==> config.mk <==
export PLATFORM = sky130hd
export DESIGN_NAME = neopixel_strip_ctrl
export DESIGN_NICKNAME = d
export VERILOG_FILES = /design/src/rtl/neopixel_pkg.sv /design/src/rtl/neopixel_frame_ram.sv /design/src/rtl/neopixel_strip_ctrl.sv
export SDC_FILE = /design/constraint.sdc
export NUM_CORES = 1
export LEC_CHECK = 0
export ABC_AREA = 1
export ABC_CLOCK_PERIOD_IN_PS = 1330
export BUFFER_PORTS_ARGS = -buffer_cell sky130_fd_sc_hd__clkbuf_2
export CAP_MARGIN = 20
export CORE_MARGIN = 2
export CORE_UTILIZATION = 30
export DETAILED_ROUTE_END_ITERATION = 6
export HOLD_SLACK_MARGIN = 0.15
export SLEW_MARGIN = 0
export SYNTH_ARGS = -nofsm -noshare
export SYNTH_HDL_FRONTEND = slang
export SYNTH_SLANG_ARGS = --single-unit
==> constraint.sdc <==
create_clock -name clk -period 1.33 [get_ports clk]
set_input_delay 0.133 -clock clk [delete_from_list [all_inputs] [get_ports clk]]
set_output_delay 0.133 -clock clk [all_outputs]
set_load 0.005 [all_outputs]
==> src/rtl/neopixel_pkg.sv <==
// Shared types and constants for the NeoPixel frame controller.
package neopixel_pkg;

    typedef enum logic [2:0] {
        IDLE,
        FETCH,
        LOAD,
        ISSUE,
        WAIT_ACK,
        WAIT_DONE,
        LATCH
    } state_e;

    // Colour word layout: r[23:16], g[15:8], b[7:0]
    localparam int R_MSB = 23;
    localparam int G_MSB = 15;
    localparam int B_MSB = 7;

    localparam int DEFAULT_CLK_HZ = 12_000_000;

endpackage

==> src/rtl/neopixel_frame_ram.sv <==
// Frame buffer: one write port, one registered read port (1-cycle latency).
// Read-during-write to the same address returns the old word.
module neopixel_frame_ram
    import neopixel_pkg::*;
#(
    parameter int DEPTH  = 8,
    parameter int ADDR_W = 3
) (
    input  logic              clk,
    input  logic              wr_en,
    input  logic [ADDR_W-1:0] wr_addr,
    input  logic [R_MSB:0]    wr_data,
    input  logic              rd_en,
    input  logic [ADDR_W-1:0] rd_addr,
    output logic [R_MSB:0]    rd_data
);

    // Sized to the full address space so every index is in range; only
    // the first DEPTH entries are ever written.
    logic [R_MSB:0] mem [2**ADDR_W];
    logic [R_MSB:0] rd_data_q, rd_data_d;
    logic           wr_ok;

    // Drop out-of-range writes; hold the read register unless a read is issued
    always_comb begin
        wr_ok     = wr_en && (32'(wr_addr) < DEPTH);
        rd_data_d = rd_en ? mem[rd_addr] : rd_data_q;
    end

    // Storage and read register (no reset so the array maps to block RAM)
    always_ff @(posedge clk) begin
        if (wr_ok) mem[wr_addr] <= wr_data;
        rd_data_q <= rd_data_d;
    end

    assign rd_data = rd_data_q;

endmodule

==> src/rtl/neopixel_strip_ctrl.sv <==
// Frame sequencer: streams the frame buffer pixel-by-pixel into the serial
// writer over valid/busy, retries unacknowledged loads, then holds the strip
// latch gap before reporting frame_done.
module neopixel_strip_ctrl
    import neopixel_pkg::*;
#(
    parameter int NUM_PIXELS   = 8,
    parameter int ADDR_W       = (NUM_PIXELS > 1) ? $clog2(NUM_PIXELS) : 1,
    parameter int LATCH_CYCLES = 960,   // must be >= 2
    parameter int ACK_TIMEOUT  = 1024
) (
    input  logic              clk,
    input  logic              rst_n,
    input  logic              wr_en,
    input  logic [ADDR_W-1:0] wr_addr,
    input  logic [23:0]       wr_data,
    input  logic              start,
    input  logic              auto_refresh,
    output logic              frame_busy,
    output logic              frame_done,
    output logic              ack_err,
    output logic              pix_valid,
    output logic [7:0]        pix_r,
    output logic [7:0]        pix_g,
    output logic [7:0]        pix_b,
    input  logic              pix_busy
);

    localparam int CNT_MAX = (LATCH_CYCLES > ACK_TIMEOUT) ? LATCH_CYCLES : ACK_TIMEOUT;
    localparam int CNT_W   = $clog2(CNT_MAX + 1);

    state_e            state_q, state_d;
    logic [ADDR_W-1:0] idx_q, idx_d;
    logic [CNT_W-1:0]  cnt_q, cnt_d;
    logic [23:0]       rgb_q, rgb_d;
    logic              pix_valid_q, pix_valid_d;
    logic              frame_busy_q, frame_busy_d;
    logic              frame_done_q, frame_done_d;
    logic              ack_err_q, ack_err_d;
    logic [1:0]        rst_sync_q, rst_sync_d;
    logic              rst_int_n;
    logic              rd_en;
    logic [23:0]       rd_data;
    logic              last_pix;

    neopixel_frame_ram #(
        .DEPTH  (NUM_PIXELS),
        .ADDR_W (ADDR_W)
    ) u_ram (
        .clk     (clk),
        .wr_en   (wr_en),
        .wr_addr (wr_addr),
        .wr_data (wr_data),
        .rd_en   (rd_en),
        .rd_addr (idx_q),
        .rd_data (rd_data)
    );

    // Reset release is resynchronised to clk; assertion still acts at once
    always_comb rst_sync_d = {rst_sync_q[0], 1'b1};

    // Reset synchroniser register
    always_ff @(posedge clk or negedge rst_n) begin
        if (!rst_n) rst_sync_q <= '0;
        else        rst_sync_q <= rst_sync_d;
    end

    assign rst_int_n = rst_sync_q[1];
    assign last_pix  = (idx_q == ADDR_W'(NUM_PIXELS - 1));

    // Next-state logic; pix_valid/frame_done are decoded one cycle early so
    // they come straight from flops
    always_comb begin
        state_d      = state_q;
        idx_d        = idx_q;
        cnt_d        = cnt_q;
        rgb_d        = rgb_q;
        pix_valid_d  = 1'b0;
        frame_busy_d = frame_busy_q;
        frame_done_d = 1'b0;
        ack_err_d    = ack_err_q;
        rd_en        = 1'b0;
        case (state_q)
            IDLE: begin
                if (start || auto_refresh) begin
                    state_d      = FETCH;
                    idx_d        = '0;
                    frame_busy_d = 1'b1;
                end
            end
            FETCH: begin
                rd_en   = 1'b1;
                state_d = LOAD;
            end
            LOAD: begin
                rgb_d = rd_data;
                if (!pix_busy) begin
                    state_d     = ISSUE;
                    pix_valid_d = 1'b1;
                end
            end
            ISSUE: begin
                cnt_d   = '0;
                state_d = WAIT_ACK;
            end
            WAIT_ACK: begin
                if (pix_busy) begin
                    state_d = WAIT_DONE;
                end else if (cnt_q == CNT_W'(ACK_TIMEOUT - 1)) begin
                    ack_err_d   = 1'b1;
                    state_d     = ISSUE;
                    pix_valid_d = 1'b1;
                end else begin
                    cnt_d = cnt_q + CNT_W'(1);
                end
            end
            WAIT_DONE: begin
                if (!pix_busy) begin
                    if (last_pix) begin
                        // The cycle that saw busy fall is the first idle
                        // cycle of the latch gap, so the count starts at 1
                        state_d = LATCH;
                        cnt_d   = CNT_W'(1);
                    end else begin
                        idx_d   = idx_q + ADDR_W'(1);
                        state_d = FETCH;
                    end
                end
            end
            LATCH: begin
                if (cnt_q == CNT_W'(LATCH_CYCLES - 1)) begin
                    frame_done_d = 1'b1;
                    if (auto_refresh) begin
                        state_d = FETCH;
                        idx_d   = '0;
                    end else begin
                        state_d      = IDLE;
                        frame_busy_d = 1'b0;
                    end
                end else begin
                    cnt_d = cnt_q + CNT_W'(1);
                end
            end
            default: state_d = IDLE;
        endcase
    end

    // Sequencer state and output registers
    always_ff @(posedge clk or negedge rst_int_n) begin
        if (!rst_int_n) begin
            state_q      <= IDLE;
            idx_q        <= '0;
            cnt_q        <= '0;
            rgb_q        <= '0;
            pix_valid_q  <= 1'b0;
            frame_busy_q <= 1'b0;
            frame_done_q <= 1'b0;
            ack_err_q    <= 1'b0;
        end else begin
            state_q      <= state_d;
            idx_q        <= idx_d;
            cnt_q        <= cnt_d;
            rgb_q        <= rgb_d;
            pix_valid_q  <= pix_valid_d;
            frame_busy_q <= frame_busy_d;
            frame_done_q <= frame_done_d;
            ack_err_q    <= ack_err_d;
        end
    end

    assign pix_valid  = pix_valid_q;
    assign frame_busy = frame_busy_q;
    assign frame_done = frame_done_q;
    assign ack_err    = ack_err_q;
    assign pix_r      = rgb_q[R_MSB -: 8];
    assign pix_g      = rgb_q[G_MSB -: 8];
    assign pix_b      = rgb_q[B_MSB -: 8];

endmodule
==> results of run 1 <==
==> metrics by stage <==
stage          power, uW  instance area, um2  utilization, %  setup slack (ns)  instances
2_1_floorplan      13600               10700               -            -0.373        855
3_3_place_gp       15800               12200            35.3            -0.381       1415
3_5_place_dp       15900               12200            35.3            -0.433       1415
4_1_cts            23900               13700            39.7            -0.290       1508
5_1_grt            25200               13900            40.1            -0.372       1513
6_report           24000               13900            40.1            -0.302       1513
==> cells by family (layout without fill, tap and decap cells) <==
| family | Yosys count | count (layout) | synth area share [%] |
|---|---|---|---|
| AO/OA/AOI/OAI | 166 | 167 | 8.63 |
| adder cells (fa/ha/maj) | 3 | 3 | 0.354 |
| buffers and inverters | 68 | 270 | 2.99 |
| flip-flops | 263 | 263 | 72.3 |
| multiplexers | 24 | 24 | 2.55 |
| other | 1 | 1 | 0.0354 |
| AND/OR/NAND/NOR | 330 | 330 | 13.1 |
==> cells in the final DEF, fill, tap and decap left out, types with 17 or more instances in the layout <==
cell / instances
inv_1: 17
mux2_2: 24
a31oi_1: 21
o21ai_1: 19
dlygate4sd3_1: 29
buf_12: 24
nand2_1: 124
buf_4: 55
nor2_1: 132
edfxtp_1: 216
o21ai_0: 82
clkbuf_2: 60
dfrtp_1: 42
a21oi_1: 25
clkbuf_16: 29
==> metal layers <==
layer	vias up	global-route usage (%)	wire, um
met5	-	0	0
met4	0	2.93	483
met3	34	2.23	1210
met2	169	22.6	12000
met1	3487	19.5	12000
li1	3395	-	-
==> worst reg2reg max path: stages, from the launching register on <==
cell     delay, ns
dfrtp_1       0.40
ha_4          0.15
ha_4          0.12
inv_2         0.03
nand4_1       0.12
nand2_2       0.10
nor2_4        0.12
nand3_4       0.15
buf_12        0.18
nand2_4       0.06
o21ai_2       0.04
==> worst paths after layout <==
| kind | from | end | slack (ns) | cells after the start |
|---|---|---|---|---|
| max | idx_q[1] | cnt_q[4] | -0.30 | 10 |
| min | wr_addr[1] | u_ram.mem[7][1] | 0.18 | 4 |
| max reg2reg | idx_q[1] | cnt_q[4] | -0.30 | 10 |
| min reg2reg | rst_sync_q[1] | idx_q[1] | 0.22 | 1 |
| max in group asynchronous | rst_n | rst_sync_q[1] | 0.75 | 3 |
| min in group asynchronous | rst_sync_q[1] | idx_q[1] | 0.22 | 1 |
==> sequential cells by signal, indices dropped and copies added, names as in the netlist, 2 cells and up <==
name	flops
state_q	3
rst_sync_q	2
u_ram.rd_data	24
idx_q	3
cnt_q	11
u_ram.mem	192
rgb_q	24
==> timing repair <==
action                     4_1_cts  5_1_grt
setup endpoints to repair       93       93
hold buffers                    29        0
gates cloned                     6        1
pin swaps                       11       16
hold endpoints to repair       202        0
resized for setup               56       29
setup buffers                    8        5
==> layout make-up <==
cell class / count / area share [%]
Sequential cell: 263 / 55.2
Clock inverter: 14 / 0.639
Clock buffer: 37 / 5.43
Timing Repair inverter: 1 / 0.0450
Multi-Input combinational cell: 525 / 20.5
Timing Repair Buffer: 192 / 13.2
Inverter: 26 / 0.891
Tap cell: 455 / 4.10
==> report_power, final <==
part	leakage (uW)	internal (uW)	switching [uW]	total [uW]
registers	0.00255	10000	556	10600
clock network	0.000418	3990	3150	7140
logic	0.00223	3030	3290	6310
==> results by group, run 1 <==
Setup path
  • CP top delay family: simple AND/OR/NAND/NOR gates
  • Startpoint Class: flop
  • Nature of the critical path endpoint: flop
  • Worst Path Arrival: 2.05 ns
  • CP cell instances: ha_4, ha_4, inv_2, nand4_1, nand2_2, nor2_4, nand3_4, buf_12, nand2_4, o21ai_2
  • Cell mode on critical path: ha_4
  • Critical path fanouts, max: 7
  • CP required: 1.74 ns
  • WS Path Type: reg -> reg
  • Worst path bufs/invs: 2
  • Worst stage delay on the critical path: 0.40 ns
  • CP max stage cell: dfrtp_1

Timing
  • Min Clock Period, post-route: 1.63 ns
  • Max Slew Vio Count: 0
  • Final cycle utilization of the critical path: 123%
  • Setup TNS: -12.46 ns
  • Worst Hold Slack: 0.177 ns
  • Final Worst Setup Slack: -0.302 ns
  • Final hold vios: 0
  • Fin Clk Skew: 0.0499 ns
  • Final setup fails: 92
  • Fmax: 613 MHz
  • Unrepaired setup endpoints after global routing: true

Global route
  • Vias in the first global route: 6879
  • Initial antenna violation count: 0
  • Remaining global-route overflow: 0
  • GRT Overall Usage: 13.9%
  • First-pass GRT wire length: 39.3 mm
  • Largest net degree at the start of global routing: 46

Placed design
  • Post-DP HPWL: 15.1 mm
  • IO buf count: 60
  • GPL Wtd Cong: 0.853

Clock tree
  • CTS tree: yes
  • Skew-Pair Late Insertion Delay: 0.57 ns
  • # H-tree levels: 1
  • Num CTS Buffers: 28
  • Reg clk slew, reported paths: 0.06 ns
  • CTS root buffer: clkbuf_16
  • TritonCTS Sinks: 263
  • CTS Buffer Depth: 3

Synth
  • Synthesized area: 10600 um2
  • Post-synthesis sequential area ratio: 72.3%
  • Synth Area per Inst: 12.4 um2
  • Synth cell count leaders: edfxtp_1, nor2_1, nand2_1
  • #FFs+latches synth: 263
  • Post-synth EDFFs: 216
  • Top post-synthesis cells by area: edfxtp_1, dfrtp_1, nor2_1
  • Top FF cell, synth: edfxtp_1
  • Asr flop ratio synth: 17.9%
  • Synth area leader: edfxtp_1
  • Post-Syn Instances: 855
  • Post-synth top area share: 61.2%
  • Count of different cell masters after synthesis: 33
  • Cell with the most instances after synthesis: edfxtp_1
  • Syn nets: 891
  • Synth warn: 0

Routing
  • Pre-antenna DRT Iters: 5
  • Vias per cell: 4.68
  • Initial DRC Count: 606
  • Via count: 7085
  • # DRC: 0
  • Routed wire per std cell: 17.0 um
  • Total routed wirelength: 25.7 mm
  • Post-DRT Antenna Nets: 0

Floorplanning
  • Die height: 192 um
  • Core area: 34600 um2
  • Placement Rows: 68
  • Ports: 61
  • Die width: 192 um
  • Initial Util: 30.6%
  • Die area: 36800 um2

Cells and area
  • Area of the multi-input gates: 2860 um2
  • FILL cells: 3201
  • Post-layout nets: 1073
  • Reg area: 7670 um2
  • Share of layout cells above drive strength 1: 29.5%
  • Area growth, synth to finish: 31.2%
  • Diode count: 0

Power
  • Leak: 0.00520 uW
  • Max VDD drop: 1.01 mV
  • Pwr dens: 1730 nW/um2

Status
  • Status: finished with violations
  • Violated checks: negative setup slack

Flow run
  • Max-Cap Viols: 0

Hold path
  • Min-Delay Path Class: in -> reg
Note: power is estimated with default switching activity, not from simulation.
==> inputs of run 2 (changes only) <==
--- a/config.mk
+++ b/config.mk
@@ -5,7 +5,6 @@
 export SDC_FILE = /design/constraint.sdc
 export NUM_CORES = 1
 export LEC_CHECK = 0
-export ABC_AREA = 1
 export ABC_CLOCK_PERIOD_IN_PS = 1330
 export BUFFER_PORTS_ARGS = -buffer_cell sky130_fd_sc_hd__clkbuf_2
 export CAP_MARGIN = 20
==> run 2 against run 1 <==
  * Clock skew down 0.044 ns
  * Global-route usage down 1.3 points
  * The run still ends with negative setup slack left
  * Synthesized cell count decreased by 39%
  * Sequential share of layout area rose by 0.66 points
  * Largest power group unchanged
==> results by group, run 2 <==
Clock tree
  • CTS root buffer: clkbuf_16
  • CTS Buffer Depth: 3
  • CTS tree: yes
  • Reg clk slew, reported paths: 0.06 ns
  • Skew-Pair Late Insertion Delay: 0.53 ns
  • Num CTS Buffers: 28
  • TritonCTS Sinks: 263
  • # H-tree levels: 1

Routing
  • Routed wire per std cell: 18.8 um
  • Total routed wirelength: 21.9 mm
  • Via count: 5417
  • Pre-antenna DRT Iters: 6
  • # DRC: 0
  • Post-DRT Antenna Nets: 0
  • Initial DRC Count: 330
  • Vias per cell: 4.64

Global route
  • Initial antenna violation count: 1
  • Largest net degree at the start of global routing: 50
  • Vias in the first global route: 5892
  • Remaining global-route overflow: 0
  • GR Layer Usage met2: 21.8%
  • First-pass GRT wire length: 34.4 mm
  • Met3 Resource Use GR: 1.99%
  • GRT Overall Usage: 12.6%
  • Met1 GRT Util: 16.7%
  • Busiest layer in global routing: met2

Status
  • Status: finished with violations
  • Violated checks: negative setup slack

Synth
  • Count of different cell masters after synthesis: 53
  • #FFs+latches synth: 263
  • Syn nets: 555
  • Synth area leader: edfxtp_1
  • Top post-synthesis cells by area: edfxtp_1, dfrtp_1, mux4_2
  • Top FF cell, synth: edfxtp_1
  • Cell with the most instances after synthesis: edfxtp_1
  • Post-synth top area share: 63.5%
  • Synthesized area: 10200 um2
  • Asr flop ratio synth: 17.9%
  • Post-synthesis sequential area ratio: 75.0%
  • Synth Area per Inst: 19.7 um2
  • Synth cell count leaders: edfxtp_1, mux2_2, mux4_2
  • Synth warn: 0
  • Post-Syn Instances: 519
  • Post-synth EDFFs: 216

Cells and area
  • Max reg flops: 192
  • Most frequent cells in the layout: edfxtp_1, clkbuf_2, mux4_2
  • Share of layout cells above drive strength 1: 46.6%
  • Most flops, register: u_ram.mem
  • Most common cell after layout, fill and taps aside: edfxtp_1
  • Post-layout nets: 733
  • Area growth, synth to finish: 34.4%
  • Layout Utilization: 41.0%

Timing
  • Measured slew at the worst slew-check pin: 0.568 ns
  • Unrepaired setup endpoints after global routing: true
  • Final hold vios: 0
  • Final cycle utilization of the critical path: 146%
  • Fin Clk Skew: 0.00581 ns
  • Final Worst Setup Slack: -0.610 ns
  • Final setup fails: 93
  • Setup TNS: -30.61 ns
  • Fmax: 515 MHz
  • Min Clock Period, post-route: 1.94 ns
  • Max Slew Vio Count: 0
  • Slew margin rel.: 62.1%

Power
  • Net Sw Frac: 24.3%
  • Combinational share of power: 23.2%
  • Pwr dens: 1820 nW/um2
  • Leak: 0.00479 uW
  • P_sw: 6090 uW
  • Max VDD drop: 1.02 mV
  • Final Power: 25000 uW
  • Clock group share of total power: 34.4%
  • Register share of total power: 42.4%
  • Int Power: 18900 uW

Flow run
  • Max-Cap Viols: 0

Floorplanning
  • Initial Util: 30.5%
  • Placement Rows: 67
  • Die area: 35600 um2
  • Die height: 189 um
  • Ports: 61
  • Core area: 33500 um2
  • Die width: 189 um

Hold path
  • Worst hold path cell count: 3
  • Min-Delay Path Class: in -> reg

Setup path
  • Worst Path Arrival: 2.35 ns
  • Critical path fanouts, max: 3
  • WS Path Type: reg -> reg
  • Startpoint Class: flop
  • FF-to-FF path depth: 5
  • CP required: 1.74 ns
  • Nature of the critical path endpoint: flop

Placed design
  • Post-DP HPWL: 12.6 mm
  • GPL Wtd Cong: 0.759
  • IO buf count: 60
run 2: worst max-delay path, cell delays in order (launching register included):
cell      delay, ns
dfrtp_1        0.39
ha_4           0.16
nand3_4        0.08
or4_4          0.51
a211oi_4       0.35
mux2_4         0.33
run 2: power by group through the flow:
stage	Clock (uW)	Combinational, uW	Sequential [uW]
2_1_floorplan	0	2800	10700
3_3_place_gp	0	4500	10800
3_5_place_dp	0	4600	10800
4_1_cts	8880	6010	10700
5_1_grt	9200	6250	10700
6_report	8620	5800	10600
run 2: routing by layer:
metal / routed length [um] / vias to the layer above
met4: 396 / 0
met2: 11200 / 112
met3: 953 / 29
met1: 9360 / 2817
li1: - / 2459
met5: 0 / -
run 2: through the flow:
stage	cell area, um2	cells	hold slack, ns	setup WS (ns)
floorplan	10500	519	-0.163	-0.587
global placement	11800	1063	-0.0788	-0.640
detailed placement	11800	1063	-0.0799	-0.637
CTS	13700	1166	0.177	-0.650
global route	13700	1168	0.197	-0.657
finish	13700	1168	0.201	-0.610
run 2: worst paths after layout:
path	startpoint	to	slack, ns
max reg2reg	cnt_q[0]	idx_q[2]	-0.61
min in group asynchronous	rst_sync_q[1]	rgb_q[0]	0.27
max in group asynchronous	rst_sync_q[1]	rgb_q[16]	0.55
min	wr_addr[2]	u_ram.mem[0][12]	0.20
max	cnt_q[0]	idx_q[2]	-0.61
min reg2reg	rst_sync_q[1]	rgb_q[0]	0.27
run 2: kinds of logic after synthesis:
kind of cell,count (synthesis),share of synthesized area (%)
AOI/OAI and AO/OA,44,2.89
xor gates and xnor gates,1,0.0857
adders and majority gates,3,0.367
buffers and inverters,34,1.33
DFF,263,75.0
muxes,101,16.4
other,1,0.0367
and+or+nand+nor,72,3.93
run 2: final cells by class:
class	instances	area (um2)
fill	2997	19800
sequential	263	7670
multi-input combinational	222	2820
timing repair buffer	173	1600
clock buffer	36	782
tap	448	561
clock inverter	16	268
inverter	9	33.8
antenna	1	2.50
run 2: repair_timing:
item	4_1_cts	5_1_grt
gates cloned	7	0
hold buffers	29	0
resized for setup	64	14
buffers inserted	16	7
endpoints found under the hold margin	198	0
pin swaps	23	7
setup endpoints to repair	93	93
